<file path="src/rtl/rssi_pkg.sv">
// Shared constants for the RSSI dB converter: log LUT, octave step,
// FSM encoding and the 0.25 dB output unit.
package rssi_pkg;

  // One octave (x2 in power) is 10*log10(2) dB = 12.04 quarter-dB; held here with 8 fraction bits.
  localparam int DB_Q8_PER_OCTAVE = 3083;
  localparam int DB_FRAC_BITS     = 8;

  // Output unit: one LSB is 0.25 dB, so 4 LSBs per dB.
  localparam int QDB_PER_DB = 4;
  typedef logic [8:0] qdb_t;

  // round(10240*log10(1+m/16)), indexed by the 4 mantissa bits below the leading one.
  localparam logic [15:0][11:0] LOG_LUT = {
    12'd2941, 12'd2796, 12'd2645, 12'd2489,
    12'd2327, 12'd2159, 12'd1985, 12'd1803,
    12'd1614, 12'd1416, 12'd1209, 12'd992,
    12'd764,  12'd524,  12'd270,  12'd0
  };

  localparam logic [1:0] ST_IDLE = 2'd0;
  localparam logic [1:0] ST_NORM = 2'd1;
  localparam logic [1:0] ST_CALC = 2'd2;
  localparam logic [1:0] ST_AVG  = 2'd3;

endpackage

</file>
<file path="src/rtl/rssi_log_lut.sv">
// Combinational fractional-log ROM: 4-bit mantissa to 12-bit q8 quarter-dB offset.
module rssi_log_lut
  import rssi_pkg::*;
(
  input  logic [3:0]  addr,
  output logic [11:0] data
);

  assign data = LOG_LUT[addr];

endmodule

</file>
<file path="src/rtl/rssi_db_conv.sv">
// Window power to dB converter: serial leading-one normalisation, log LUT,
// first-order IIR smoothing and a hysteresis level flag.
module rssi_db_conv
  import rssi_pkg::*;
#(
  parameter int POW_WIDTH = 26,
  parameter int AVG_FRAC  = 4
) (
  input  logic                 i_clk,
  input  logic                 i_rst,
  input  logic                 i_pow_vld,
  input  logic [POW_WIDTH-1:0] i_pow,
  input  logic [1:0]           i_alpha_shift,
  input  logic [8:0]           i_thr_hi,
  input  logic [8:0]           i_thr_lo,
  output logic                 o_vld,
  output logic [8:0]           o_rssi_db,
  output logic [8:0]           o_rssi_avg,
  output logic                 o_zero,
  output logic                 o_high,
  output logic                 o_overrun
);

  localparam int SW = $clog2(POW_WIDTH);
  localparam int AW = 9 + AVG_FRAC;
  localparam int QW = $clog2(POW_WIDTH * DB_Q8_PER_OCTAVE + 4096);

  logic [1:0]           state;
  logic [POW_WIDTH-1:0] x;
  logic [SW-1:0]        s;
  qdb_t                 db;
  logic                 zero_q;
  logic [AW-1:0]        avg;
  logic                 first;

  logic [3:0]           mant;
  logic [11:0]          lut_val;
  logic [SW-1:0]        expo;
  logic [QW-1:0]        db_q8;
  qdb_t                 db_round;
  logic                 x_zero;

  logic [AW-1:0]        db_ext;
  logic signed [AW:0]   diff;
  logic signed [AW:0]   step;
  logic [AW-1:0]        avg_sum;
  logic [AW-1:0]        avg_next;
  logic [8:0]           avg_next_int;

  assign mant   = x[POW_WIDTH-2 -: 4];
  assign x_zero = (x == '0);

  rssi_log_lut u_lut (
    .addr (mant),
    .data (lut_val)
  );

  assign expo     = SW'(POW_WIDTH - 1) - s;
  assign db_q8    = QW'(expo) * QW'(DB_Q8_PER_OCTAVE) + QW'(lut_val);
  assign db_round = 9'((db_q8 + QW'(1 << (DB_FRAC_BITS - 1))) >> DB_FRAC_BITS);

  // The difference is signed; the arithmetic shift keeps decay toward lower values exact.
  assign db_ext       = {db, {AVG_FRAC{1'b0}}};
  assign diff         = $signed({1'b0, db_ext}) - $signed({1'b0, avg});
  assign step         = diff >>> i_alpha_shift;
  assign avg_sum      = avg + AW'(step);
  assign avg_next     = first ? db_ext : avg_sum;
  assign avg_next_int = avg_next[AW-1:AVG_FRAC];

  assign o_rssi_avg = avg[AW-1:AVG_FRAC];

  always_ff @(posedge i_clk or posedge i_rst) begin
    if (i_rst) begin
      state     <= ST_IDLE;
      x         <= '0;
      s         <= '0;
      db        <= '0;
      zero_q    <= 1'b0;
      avg       <= '0;
      first     <= 1'b1;
      o_vld     <= 1'b0;
      o_rssi_db <= '0;
      o_zero    <= 1'b0;
      o_high    <= 1'b0;
      o_overrun <= 1'b0;
    end else begin
      o_vld <= 1'b0;
      if (i_pow_vld && state != ST_IDLE) begin
        o_overrun <= 1'b1;
      end
      case (state)
        ST_IDLE: begin
          if (i_pow_vld) begin
            x     <= i_pow;
            s     <= '0;
            state <= ST_NORM;
          end
        end
        ST_NORM: begin
          if (x[POW_WIDTH-1] || x_zero) begin
            state <= ST_CALC;
          end else begin
            x <= x << 1;
            s <= s + 1'b1;
          end
        end
        ST_CALC: begin
          db     <= x_zero ? '0 : db_round;
          zero_q <= x_zero;
          state  <= ST_AVG;
        end
        ST_AVG: begin
          avg       <= avg_next;
          first     <= 1'b0;
          o_rssi_db <= db;
          o_zero    <= zero_q;
          o_vld     <= 1'b1;
          // High threshold wins when the band is inverted.
          if (avg_next_int >= i_thr_hi) begin
            o_high <= 1'b1;
          end else if (avg_next_int < i_thr_lo) begin
            o_high <= 1'b0;
          end
          state <= ST_IDLE;
        end
        default: state <= ST_IDLE;
      endcase
    end
  end

endmodule

</file>
<file path="config.mk">
export PLATFORM = sky130hd
export DESIGN_NAME = rssi_db_conv
export DESIGN_NICKNAME = d
export VERILOG_FILES = /design/src/rtl/rssi_pkg.sv /design/src/rtl/rssi_log_lut.sv /design/src/rtl/rssi_db_conv.sv
export SDC_FILE = /design/constraint.sdc
export NUM_CORES = 1
export LEC_CHECK = 0
export BUFFER_PORTS_ARGS = -buffer_cell sky130_fd_sc_hd__buf_2
export CORE_AREA = 2 2 106 108
export CTS_CLUSTER_DIAMETER = 150
export CTS_CLUSTER_SIZE = 10
export DETAILED_ROUTE_END_ITERATION = 8
export DIE_AREA = 0 0 108 110
export GPL_TIMING_DRIVEN = 0
export PLACE_DENSITY_LB_ADDON = 0.08
export SLEW_MARGIN = 30
export SYNTH_ARGS = -nofsm -noshare
export SYNTH_HDL_FRONTEND = slang
export SYNTH_SLANG_ARGS = --single-unit
</file>
<file path="constraint.sdc">
create_clock -name i_clk -period 15.4 [get_ports i_clk]
set_input_delay 3.08 -clock i_clk [delete_from_list [all_inputs] [get_ports i_clk]]
set_output_delay 3.08 -clock i_clk [all_outputs]
set_load 0.1 [all_outputs]
</file>
Yosys cells after proc, flatten, opt, wreduce, memory -nomap -nowiden
Memories as Yosys holds them, arrays and structs flattened. Index checks and enable logic that the tools add are counted.

Bits in registers: 70. Memory bits (read-only): 192. Output and inout port bits: 22. Memories: 1.

Add/subtract/negate cells: 6. $mul: 1. Magnitude comparators: 3. Eq/ne operators: 6. Shifts and indexed selects: 1. Muxes and demuxes: 15. Reduce and logical (&&, ||, !) cells: 10.

Memories: (name not given) (depth 16, width 12, rd ports 1, clocked after memory_dff 0, wr ports 0, RTL line rssi_log_lut.sv:9) `assign data = LOG_LUT[addr];`.

Operators with widths (count): two-way mux 26 bit (2); case mux 26 bit (2 select lines) (1); logical NOT 26 bit (1); adder 17 x 12 -> 17 bit (1); adder 17 x 8 -> 17 bit, second input constant (1); multiplier 5 x 12 -> 17 bit, second input constant (1); >>> shifter 14 x 2 -> 13 bit (1); subtractor 13 x 13 -> 14 bit (1); adder 13 bit (1); two-way mux 13 bit (1); two-way mux 12 bit (1); two-way mux 5 bit (2); case mux 5 bit (2 select lines) (1); greater-or-equal comparator 9 bit (1); < comparator 9 bit (1); two-way mux 9 bit (1); case mux 2 bit (4 select lines) (1); != test 2 bit, second input constant (3); nonzero test 2 bit (3); adder 5 x 1 -> 5 bit, second input constant (1); < comparator 4 x 5 -> 1 bit, second input constant (1); subtractor 5 bit, first input constant (1); == test 2 bit, second input constant (2); two-way mux 2 bit (2); 7 further kinds (10).

Logic depth before layout (Yosys ltp)
Word-level depth: 7. Depth in mapped cells: 25. Mapped depth without buffers: 25.

By module
From an unflattened synthesis, not the netlist that was laid out.

Cells, all modules: 714. Area total of the unflattened synthesis: 6349.8 sq um.

Modules (own cells, without submodules): rssi_db_conv (instances 1, cells each 665, area each 5962.0 sq um); rssi_log_lut (instances 1, cells each 49, area each 387.9 sq um).

Least setup slack after synthesis
OpenSTA, ideal clock, no wires.

Path kind: input to register. From: input port i_alpha_shift[0]. To: register o_high. Arrival: 6.663 ns. Required time: 15.267 ns. Slack: 8.604 ns. Stages on the path: 21. Path through: buf_1 > clkbuf_1 > a21oi_1 > a21oi_1 > ha_1 > inv_1 > fa_1 > nor2b_1 > o21a_1 > nor2_1 > xnor2_1 > mux2i_1 > ha_1 > nand2b_1 > a21o_1 > a21o_1 > a211oi_1 > o21bai_1 > a21o_1 > a211oi_1 > o211ai_1.

Cells in the longest elaborated chain, start to end: 6. Elaborated cells between the ends (all ways): 8.

RTL lines: start: declaration (RTL line rssi_db_conv.sv:13) `input logic [1:0] i_alpha_shift,`; >>> shifter 14 x 2 -> 13 bit * (RTL line rssi_db_conv.sv:65) `assign step = diff >>> i_alpha_shift;`; adder 13 bit * (RTL line rssi_db_conv.sv:66) `assign avg_sum = avg + AW'(step);`; two-way mux 13 bit * (RTL line rssi_db_conv.sv:67) `assign avg_next = first ? db_ext : avg_sum;`; greater-or-equal comparator 9 bit / < comparator 9 bit (equally long branches) (RTL line rssi_db_conv.sv:119, rssi_db_conv.sv:121); nonzero test 2 bit (no line); AND reduction 2 bit (no line); end signal: assignment (RTL line rssi_db_conv.sv:84) `o_high <= 1'b0;`; end signal: assignment (RTL line rssi_db_conv.sv:120) `o_high <= 1'b1;`; end signal: assignment (RTL line rssi_db_conv.sv:122) `o_high <= 1'b0;`; end: declaration (RTL line rssi_db_conv.sv:20) `output logic o_high,`.

Mark *: on every way between the ends. The rest lies on a longest branch, timed or not. A chain may end at the register's enable or synchronous reset.

Final worst setup path
Same ends and word-level chain as after synthesis.

==> out/qor.yml <==
drt:
  wire_per_inst_um: 15.2
  drc: 0
  ant_nets: 0
  wirelength_mm: 14.3
  drtIter0Drc: 192
  drtPass1Iterations: 6
  vias_per_cell: 5.64
  dr_total_vias: 5309
floorplanning:
  floorplan.rows: 38
  coreArea_mm2: 0.0107
  pin_count: 71
  dieArea_mm2: 0.0119
  initial_core_util_pct: 59.3
  die-height_um: 110
  die_w_um: 108
flow_run:
  maxCapViolCount: 0
layout:
  area_growth_pct: 11.5
  drive_above_1_share_pct: 16.2
  finalNetCount: 948
  fillers: 921
  antenna_cells: 0
  multi_input_area_mm2: 0.00409
  final_cell_area_mm2: 0.00707
  utilization_pct: 66.1
  regArea_mm2: 0.00175
clock_network:
  ctsResizeCount: 0
  cts_tree: "done"
  insertion_delay_ps: 370
  cts.path.max_buffers: 2
  cts_root_buffer: "clkbuf_8"
  clk_pin_slew_ps: 90
  cts_setup_buffers: 0
  cts_buffers: 9
  holdBufCountCts: 0
  cts-htree-levels: 3
  clkSinkCount: 70
synth:
  syn_inst: 714
  synth_seq_area_share_pct: 27.6
  synth_common_cells: "ha_1 (93), inv_1 (87), dfrtp_1 (69)"
  synth_edf_count: 0
  ys_warn_count: 0
  avgSynthCellArea_um2: 8.89
  postSynth.asyncResetShare_pct: 100
  yosysMostFrequentCell: "ha_1"
  synth-seq-cells: 70
  netlist.top_cell.by_area: "dfrtp_1"
  yosys-top-cells-area: "dfrtp_1 (27%), ha_1 (18%), mux2i_1 (5.7%)"
  synth_ff_type: "dfrtp_1"
  ys_types: 61
  synthesis.area_mm2: 0.00634
  yosysTopAreaCellShare_pct: 27.2
  syn_nets: 866
timing:
  finalHoldViolations: 0
  fin_crit_sh_pct: 47.1
  tightest_slew_ps: 721
  final_max_slew_viol_count: 0
  rsz0062_at_grt: "no"
  finalClockSkew_ps: 18.8
  setup_violations: 0
  min_period_ps: 7250
  max_freq_ghz: 0.138
  slew_headroom_pct: 51.9
  fin_tns_setup_ps: 0
setup_path:
  worstSetupPathType: "input port to flop"
  end_kind: "flop"
  crit_arrival_ps: 7480
  startpoint_type: "input port"
  cp.required_ps: 15630
  path_max_fanout: 10
grt:
  grt_max_degree: 42
  grt.overflow.total: 0
  grt_pass1_vias: 5292
  grt_antenna_before_repair: 0
  grt_pass1_wl_mm: 24.1
  grt_usage_pct: 25.7
status:
  status: "finished clean"
placement:
  postPlaceCellArea_mm2: 0.00689
  io_buffers: 70
  hpwl_mm: 11.6
  gp_congestion: 0.922
min_path:
  hold_path.class: "flop to flop"
-- final timing paths --
check                            startpoint        end  slack, ps  cells after the start
min reg2reg                       o_overrun  o_overrun        480                      1
max reg2reg                           x[22]      db[7]       9820                     20
min                               o_overrun  o_overrun        480                      1
min in group asynchronous             i_rst     avg[1]       2700                      2
max                        i_alpha_shift[0]     o_high       8150                     22
max in group asynchronous             i_rst      first      12070                      3
-- flip-flops by register name, indices dropped and copies added, names as in the netlist --
register / count
zero_q: 1
first: 1
state: 2
o_rssi_db: 9
o_high: 1
db: 9
o_zero: 1
o_vld: 1
o_overrun: 1
avg: 13
s: 5
x: 26
-- routing by layer --
metal	wire [µm]	part of all wire, %	vias to the layer above	global-route usage, %
met4	383	2.7	0	10.5
met5	0	0	-	0
met2	7140	50	110	45.5
li1	-	-	2651	-
met1	6230	44	2521	31.3
met3	540	3.8	27	4.23
-- per-stage QoR --
stage / hold slack [ps] / setup slack, ps / cells
floorplan: 472 / 8600 / 714
finish: 480 / 8150 / 941
global route: 498 / 7770 / 941
detailed placement: 467 / 7770 / 925
global placement: 463 / 7870 / 924
CTS: 487 / 8140 / 941
-- layout by cell type, fill, tap and decap left out, types with 9 or more instances in the layout --
cell type,Yosys,final
ha_1,93,93
xnor2_1,13,13
o22ai_1,9,9
clkbuf_8,0,9
nand2b_1,9,9
nor2b_1,9,9
a21oi_1,55,55
mux2i_1,36,36
dfrtp_1,69,69
clkbuf_1,20,20
nand2_1,46,46
nor2_1,55,55
mux2_2,13,13
xor2_1,20,20
a21o_1,13,13
fa_1,10,10
buf_2,3,73
o21ai_0,39,39
buf_4,9,9
inv_1,87,86
nand3_1,10,10
-- final cells by class --
| class | instances | area share (%) |
|---|---|---|
| buffer | 36 | 2.44 |
| clock buffer | 9 | 1.75 |
| sequential | 70 | 24.8 |
| timing repair buffer | 71 | 5.24 |
| tap | 140 | 2.48 |
| multi-input combinational | 521 | 57.9 |
| inverter | 87 | 4.65 |
| clock inverter | 7 | 0.778 |
-- critical path, cell delays in order --
cell,delay [ps]
buf_2,130
buf_1,370
clkbuf_1,370
a21oi_1,140
a21oi_1,180
ha_1,200
inv_1,60
fa_1,390
nor2b_1,220
o21a_1,140
nor2_1,40
xnor2_1,120
mux2i_1,340
ha_1,310
nand2b_1,140
a21o_1,170
a21o_1,190
a211oi_1,230
o21bai_1,100
a21o_1,180
a211oi_1,220
o211ai_1,140
-- logic make-up after synthesis --
family | after synthesis | synth area share [%]
compound gates | 179 | 18.4
simple gates | 154 | 11.1
buf+inv | 123 | 7.87
fa+ha+maj | 103 | 21.5
flops | 70 | 27.6
mux | 51 | 8.70
xor+xnor | 34 | 4.81
Power is left out: the tool's default activity adds up to more than one toggle a clock period on the data nets, which glitch-free logic cannot reach.
